## src/rtl/uart_rx_if.sv

```systemverilog
// uart_rx_if: groups the serial line, the consumer read strobe and the
// receive status/data outputs of uart_rx.
//   slave  - the receiver: takes rx/rx_read, drives data and status
//   master - the line/consumer side: drives rx/rx_read, observes status
interface uart_rx_if;
    logic       rx;
    logic       rx_read;
    logic [7:0] rx_data;
    logic       rx_full;
    logic       rx_valid;
    logic       rx_frame_err;
    logic       rx_overrun;
    logic       rx_busy;

    modport slave (
        input  rx, rx_read,
        output rx_data, rx_full, rx_valid, rx_frame_err, rx_overrun, rx_busy
    );

    modport master (
        output rx, rx_read,
        input  rx_data, rx_full, rx_valid, rx_frame_err, rx_overrun, rx_busy
    );
endinterface

```

## src/rtl/uart_rx.sv

```systemverilog
// uart_rx: 8N1 UART receiver with a one-entry holding register.
// Ports:
//   clk          - system clock, rising edge
//   rst_n        - asynchronous active-low reset
//   bus (slave)  - rx line in, rx_read strobe in; rx_data, rx_full,
//                  rx_valid / rx_frame_err / rx_overrun pulses, rx_busy out
module uart_rx #(
    parameter int unsigned CLK_FREQ  = 1_000_000,
    parameter int unsigned BAUD_RATE = 9600
) (
    input  logic     clk,
    input  logic     rst_n,
    uart_rx_if.slave bus
);
    localparam int unsigned CNT_W       = 16;
    localparam int unsigned IDX_W       = 3;
    localparam int unsigned BIT_PERIOD  = CLK_FREQ / BAUD_RATE;
    localparam int unsigned HALF_PERIOD = BIT_PERIOD / 2;
    localparam logic [CNT_W-1:0] BIT_LAST  = CNT_W'(BIT_PERIOD - 1);
    localparam logic [CNT_W-1:0] HALF_LAST = CNT_W'(HALF_PERIOD - 1);

    typedef enum logic [2:0] {
        S_IDLE,
        S_START,
        S_DATA,
        S_STOP,
        S_WAIT_IDLE
    } state_t;

    state_t           r_state;
    logic             r_sync1;
    logic             r_sync2;
    logic [CNT_W-1:0] r_cnt;
    logic [IDX_W-1:0] r_idx;
    logic [7:0]       r_shift;
    logic [7:0]       r_data;
    logic             r_full;
    logic             r_valid;
    logic             r_frame_err;
    logic             r_overrun;
    logic             r_busy;
    logic             w_rx_s;

    // Two-flop synchronizer; resets to the idle (high) line level
    always_ff @(posedge clk or negedge rst_n) begin
        if (!rst_n) begin
            r_sync1 <= 1'b1;
            r_sync2 <= 1'b1;
        end else begin
            r_sync1 <= bus.rx;
            r_sync2 <= r_sync1;
        end
    end

    assign w_rx_s = r_sync2;

    // Receive FSM with bit timing, holding register and status pulses
    always_ff @(posedge clk or negedge rst_n) begin
        if (!rst_n) begin
            r_state     <= S_IDLE;
            r_cnt       <= '0;
            r_idx       <= '0;
            r_shift     <= '0;
            r_data      <= '0;
            r_full      <= 1'b0;
            r_valid     <= 1'b0;
            r_frame_err <= 1'b0;
            r_overrun   <= 1'b0;
            r_busy      <= 1'b0;
        end else begin
            r_valid     <= 1'b0;
            r_frame_err <= 1'b0;
            r_overrun   <= 1'b0;

            // A read clears the flag; a good stop below in the same cycle wins
            if (bus.rx_read) begin
                r_full <= 1'b0;
            end

            case (r_state)
                S_IDLE: begin
                    if (!w_rx_s) begin
                        r_state <= S_START;
                        r_cnt   <= '0;
                        r_busy  <= 1'b1;
                    end
                end

                // Re-check the line at mid start bit to reject glitches
                S_START: begin
                    if (r_cnt == HALF_LAST) begin
                        r_cnt <= '0;
                        if (!w_rx_s) begin
                            r_state <= S_DATA;
                            r_idx   <= '0;
                        end else begin
                            r_state <= S_IDLE;
                            r_busy  <= 1'b0;
                        end
                    end else begin
                        r_cnt <= r_cnt + CNT_W'(1);
                    end
                end

                S_DATA: begin
                    if (r_cnt == BIT_LAST) begin
                        r_shift[r_idx] <= w_rx_s;
                        r_cnt          <= '0;
                        r_idx          <= r_idx + IDX_W'(1);
                        if (r_idx == IDX_W'(7)) begin
                            r_state <= S_STOP;
                        end
                    end else begin
                        r_cnt <= r_cnt + CNT_W'(1);
                    end
                end

                S_STOP: begin
                    if (r_cnt == BIT_LAST) begin
                        r_cnt <= '0;
                        if (w_rx_s) begin
                            r_data    <= r_shift;
                            r_valid   <= 1'b1;
                            r_full    <= 1'b1;
                            r_overrun <= r_full & ~bus.rx_read;
                            r_state   <= S_IDLE;
                            r_busy    <= 1'b0;
                        end else begin
                            r_frame_err <= 1'b1;
                            r_state     <= S_WAIT_IDLE;
                        end
                    end else begin
                        r_cnt <= r_cnt + CNT_W'(1);
                    end
                end

                // Hold off start detection until a break releases the line
                S_WAIT_IDLE: begin
                    if (w_rx_s) begin
                        r_state <= S_IDLE;
                        r_busy  <= 1'b0;
                    end
                end

                default: begin
                    r_state <= S_IDLE;
                    r_busy  <= 1'b0;
                end
            endcase
        end
    end

    assign bus.rx_data      = r_data;
    assign bus.rx_full      = r_full;
    assign bus.rx_valid     = r_valid;
    assign bus.rx_frame_err = r_frame_err;
    assign bus.rx_overrun   = r_overrun;
    assign bus.rx_busy      = r_busy;
endmodule

```

## src/flat_wrapper.sv

```systemverilog
// flat-port wrapper written by rule: the top's interface ports become plain ports
module uart_rx_flat 
#(
    parameter int unsigned CLK_FREQ  = 1_000_000,
    parameter int unsigned BAUD_RATE = 9600
)
  (clk, rst_n, bus_rx, bus_rx_read, bus_rx_data, bus_rx_full, bus_rx_valid, bus_rx_frame_err, bus_rx_overrun, bus_rx_busy);
  uart_rx_if bus_i ();
  input  logic clk;
  input  logic rst_n;
  input wire logic [$bits(bus_i.rx)-1:0] bus_rx;
  input wire logic [$bits(bus_i.rx_read)-1:0] bus_rx_read;
  output wire logic [$bits(bus_i.rx_data)-1:0] bus_rx_data;
  output wire logic [$bits(bus_i.rx_full)-1:0] bus_rx_full;
  output wire logic [$bits(bus_i.rx_valid)-1:0] bus_rx_valid;
  output wire logic [$bits(bus_i.rx_frame_err)-1:0] bus_rx_frame_err;
  output wire logic [$bits(bus_i.rx_overrun)-1:0] bus_rx_overrun;
  output wire logic [$bits(bus_i.rx_busy)-1:0] bus_rx_busy;
  assign bus_i.rx = bus_rx;
  assign bus_i.rx_read = bus_rx_read;
  assign bus_rx_data = bus_i.rx_data;
  assign bus_rx_full = bus_i.rx_full;
  assign bus_rx_valid = bus_i.rx_valid;
  assign bus_rx_frame_err = bus_i.rx_frame_err;
  assign bus_rx_overrun = bus_i.rx_overrun;
  assign bus_rx_busy = bus_i.rx_busy;
  uart_rx #(.CLK_FREQ(CLK_FREQ), .BAUD_RATE(BAUD_RATE)) u_core (.clk(clk), .rst_n(rst_n), .bus(bus_i));
endmodule
```

## config.mk

```make
export PLATFORM = sky130hd
export DESIGN_NAME = uart_rx_flat
export DESIGN_NICKNAME = d
export VERILOG_FILES = /design/src/rtl/uart_rx_if.sv /design/src/rtl/uart_rx.sv /design/src/flat_wrapper.sv
export SDC_FILE = /design/constraint.sdc
export NUM_CORES = 1
export LEC_CHECK = 0
export CORE_MARGIN = 2
export CORE_UTILIZATION = 40
export DETAILED_ROUTE_END_ITERATION = 10
export GPL_ROUTABILITY_DRIVEN = 0
export PLACE_DENSITY = 0.59
export SETUP_SLACK_MARGIN = 0.3
export SLEW_MARGIN = 15
export SYNTH_ARGS = -nofsm -noshare
export SYNTH_HDL_FRONTEND = slang
export SYNTH_SLANG_ARGS = --single-unit
```

## constraint.sdc

```tcl
create_clock -name clk -period 2.5 [get_ports clk]
set_clock_uncertainty 0.1 [all_clocks]
set_input_delay 0.5 -clock clk [delete_from_list [all_inputs] [get_ports clk]]
set_output_delay 0.5 -clock clk [all_outputs]
set_load 0.01 [all_outputs]
```

==> results.yml <==
grt:
  track_usage_pct: 16.4
  antenna_found_initial: 0
  first_global_vias: 1640
  gr-total-overflow: 0
  grt_max_degree: 24
  grt_pass1_wl_um: 7960
die:
  rows: 27
  ios: 17
  core_um2: 5440
  initial_core_util_pct: 41.0
  die-height_um: 78.6
  die_w_um: 78.6
  dieArea_um2: 6180
timing:
  fin_crit_ps: 2130
  fmax_ghz: 0.468
  slew_viol_final: 0
  setup_viol: 0
  hold_viol: 0
  setup_tns_ps: 0
  rsz0062_at_grt: "no"
  worst_slack_ps: 365
  min_period_over_period_pct: 85.4
  tightest_slew_ps: 614
  relSlewSlack_pct: 58.7
cells_and_area:
  final_nets: 250
  final_cell_mix: "dfrtp_1, buf_4, nand2_1, mux2_2, clkdlybuf4s50_1"
  fill_cells: 494
  final_util_pct: 49.6
  final_common_cell: "dfrtp_1"
  n_antenna_cell: 0
  syn_to_final_growth_pct: 21.1
  drive_gt1_share_pct: 23.4
worst_setup_path:
  cp_max_fo: 4
  worstPathArrival_ps: 2250
  timing.rr.start: "u_core.r_state[2]$_DFFE_PN0P_"
  startpoint_type: "flop"
  crit_type: "flop to flop"
  end_kind: "flop"
  r2r_slack_ps: 370
  reg2reg_depth: 4
  reg2reg_to: "u_core.r_idx[1]$_DFFE_PN0P_"
  cp.required_ps: 2610
detailed_routing:
  vias_per_cell: 5.37
  drc_errors: 0
  via_count: 1697
  drtIter0Drc: 58
  drtPass1Iterations: 4
  detail-route-antenna-nets: 0
  wl_um: 4680
  wl_per_cell_um: 14.8
clock_tree:
  clock-sinks: 45
  cts_tree: "built"
  htree_levels: 2
  cts_buffer_depth: 2
  root_buffer: "clkbuf_8"
  clk_pin_slew_ps: 90
  worstSkewPairLatency_ps: 300
  cts_made_buffers: 5
min_path:
  hold_path_class: "primary input to async pin"
place:
  hpwl_um: 3190
  pre_cts_ws_ps: 322
  port_buffers: 16
yosys:
  synth_cells: 214
  syn-num-nets: 221
  ys_ff_latch: 45
  ys_types: 44
  seq_area_frac_synth_pct: 50.6
  avgSynthCellArea_um2: 10.4
  synth_area_um2: 2230
  postSynth.topFlopCell: "dfrtp_1"
  ys.warnings.count: 0
  synth-async-reset-ratio_pct: 100
  synth_enable_flop_cells: 0
power_and_ir_drop:
  p_leak_nw: 1.20
  vdd_ir_drop_max_mv: 0.247
  power.density_nw_per_um2: 483
status:
  status: "finished, final reports clean"
job:
  cap_violations: 0
## critical path, stage by stage, from the launching register on
cell and delay [ps]:
dfrtp_2 430, or3b_4 410, or4_1 470, a221o_1 400
mux2i_2 230
## registers in the layout, indices dropped and copies added, names as in the netlist
name                     flops
u_core.r_sync2               1
u_core.r_cnt                16
u_core.bus.rx_full           1
u_core.r_shift               8
u_core.bus.rx_data           8
u_core.bus.rx_overrun        1
u_core.bus.rx_busy           1
u_core.r_sync1               1
u_core.bus.rx_frame_err      1
u_core.r_state               3
u_core.r_idx                 3
u_core.bus.rx_valid          1
## routing by layer
| layer | vias up | global-route usage [%] | share of wire [%] |
|---|---|---|---|
| li1 | 847 | - | - |
| met1 | 817 | 23.7 | 50 |
| met2 | 26 | 24.5 | 46 |
| met3 | 7 | 3.79 | 2.7 |
| met4 | 0 | 5.09 | 1.6 |
| met5 | - | 0 | 0 |
## per-stage QoR
step,hold WS (ps),std cells,total power [W],instance area (µm²)
after CTS,90.4,311,0.00133,2620
final,72.6,316,0.00130,2700
after detailed placement,247,303,0.000773,2510
after global placement,247,303,0.000773,2510
after floorplan,104,214,0.000750,2230
after global routing,100,316,0.00136,2700
## worst max-delay path by stage
stage	startpoint	to	cells after the start
finish	u_core.r_state[2]$_DFFE_PN0P_	u_core.r_idx[1]$_DFFE_PN0P_	4
global route	u_core.r_cnt[9]$_DFFE_PN0P_	u_core.r_state[1]$_DFFE_PN0P_	5
CTS	u_core.r_state[1]$_DFFE_PN0P_	u_core.r_idx[1]$_DFFE_PN0P_	4
detailed placement	u_core.r_state[1]$_DFFE_PN0P_	u_core.r_idx[1]$_DFFE_PN0P_	4
global placement	u_core.r_state[1]$_DFFE_PN0P_	u_core.r_idx[0]$_DFFE_PN0P_	4
floorplan	u_core.r_state[1]$_DFFE_PN0P_	u_core.r_idx[0]$_DFFE_PN0P_	5
## power breakdown
group	total (W)	leakage, nW	switching, W	internal, W
Clock	0.000547	0.0554	0.000247	0.000300
Sequential	0.000735	0.598	0.00000442	0.000730
Combinational	0.0000224	0.550	0.0000160	0.00000636
Total	0.00130	1.20	0.000268	0.00104
## logic make-up (layout without fill, tap and decap cells)
family / Yosys count / after routing / synth area share, %
buffers and inverters: 17 / 47 / 3.48
AO/OA/AOI/OAI: 44 / 44 / 12.2
multiplexers: 18 / 18 / 8.98
flip-flops: 45 / 45 / 50.6
AND/OR/NAND/NOR: 83 / 83 / 21.4
XOR/XNOR: 4 / 4 / 1.57
adder cells (fa/ha/maj): 3 / 3 / 1.68
## synthesized netlist by cell type, drive strengths merged, types with 2 or more instances
| master | number | area share, % |
|---|---|---|
| or2 | 2 | 0.56 |
| nand2 | 16 | 2.7 |
| dfstp | 2 | 2.4 |
| o22ai | 2 | 0.56 |
| nor4 | 5 | 2.0 |
| a21oi | 12 | 2.7 |
| nand4 | 6 | 1.7 |
| dfrtp | 43 | 48 |
| and4 | 2 | 0.79 |
| mux2 | 16 | 8.1 |
| inv | 6 | 1.0 |
| buf | 4 | 1.2 |
| nor3b | 2 | 0.67 |
| nand3 | 15 | 3.4 |
| and3 | 3 | 0.84 |
| nor3 | 9 | 2.2 |
| a21o | 3 | 1.0 |
| ha | 3 | 1.7 |
| o2bb2ai | 2 | 0.79 |
| mux2i | 2 | 0.90 |
| xor2 | 3 | 1.2 |
| nor2b | 2 | 0.56 |
| or3 | 2 | 0.56 |
| nor2 | 12 | 2.0 |
| a31oi | 6 | 1.7 |
| o21ai | 12 | 2.7 |
| a41oi | 2 | 0.79 |
| a22o | 2 | 0.79 |
| clkbuf | 7 | 1.3 |
## final cells by class
class / instances / area [µm²] / share of cell area [%]
clock buffer: 6 / 72.6 / 2.69
clock inverter: 2 / 38.8 / 1.44
inverter: 6 / 22.5 / 0.834
multi-input combinational: 152 / 1060 / 39.3
sequential: 45 / 1130 / 41.9
tap: 72 / 90.1 / 3.34
timing repair buffer: 33 / 283 / 10.5
## timing repair
action / 4_1_cts / 5_1_grt
setup endpoints to repair: 0 / 21
setup buffers: 0 / 5
resized for setup: 0 / 9
hold buffers: 0 / 0
Power figures use the tool's default switching activity.
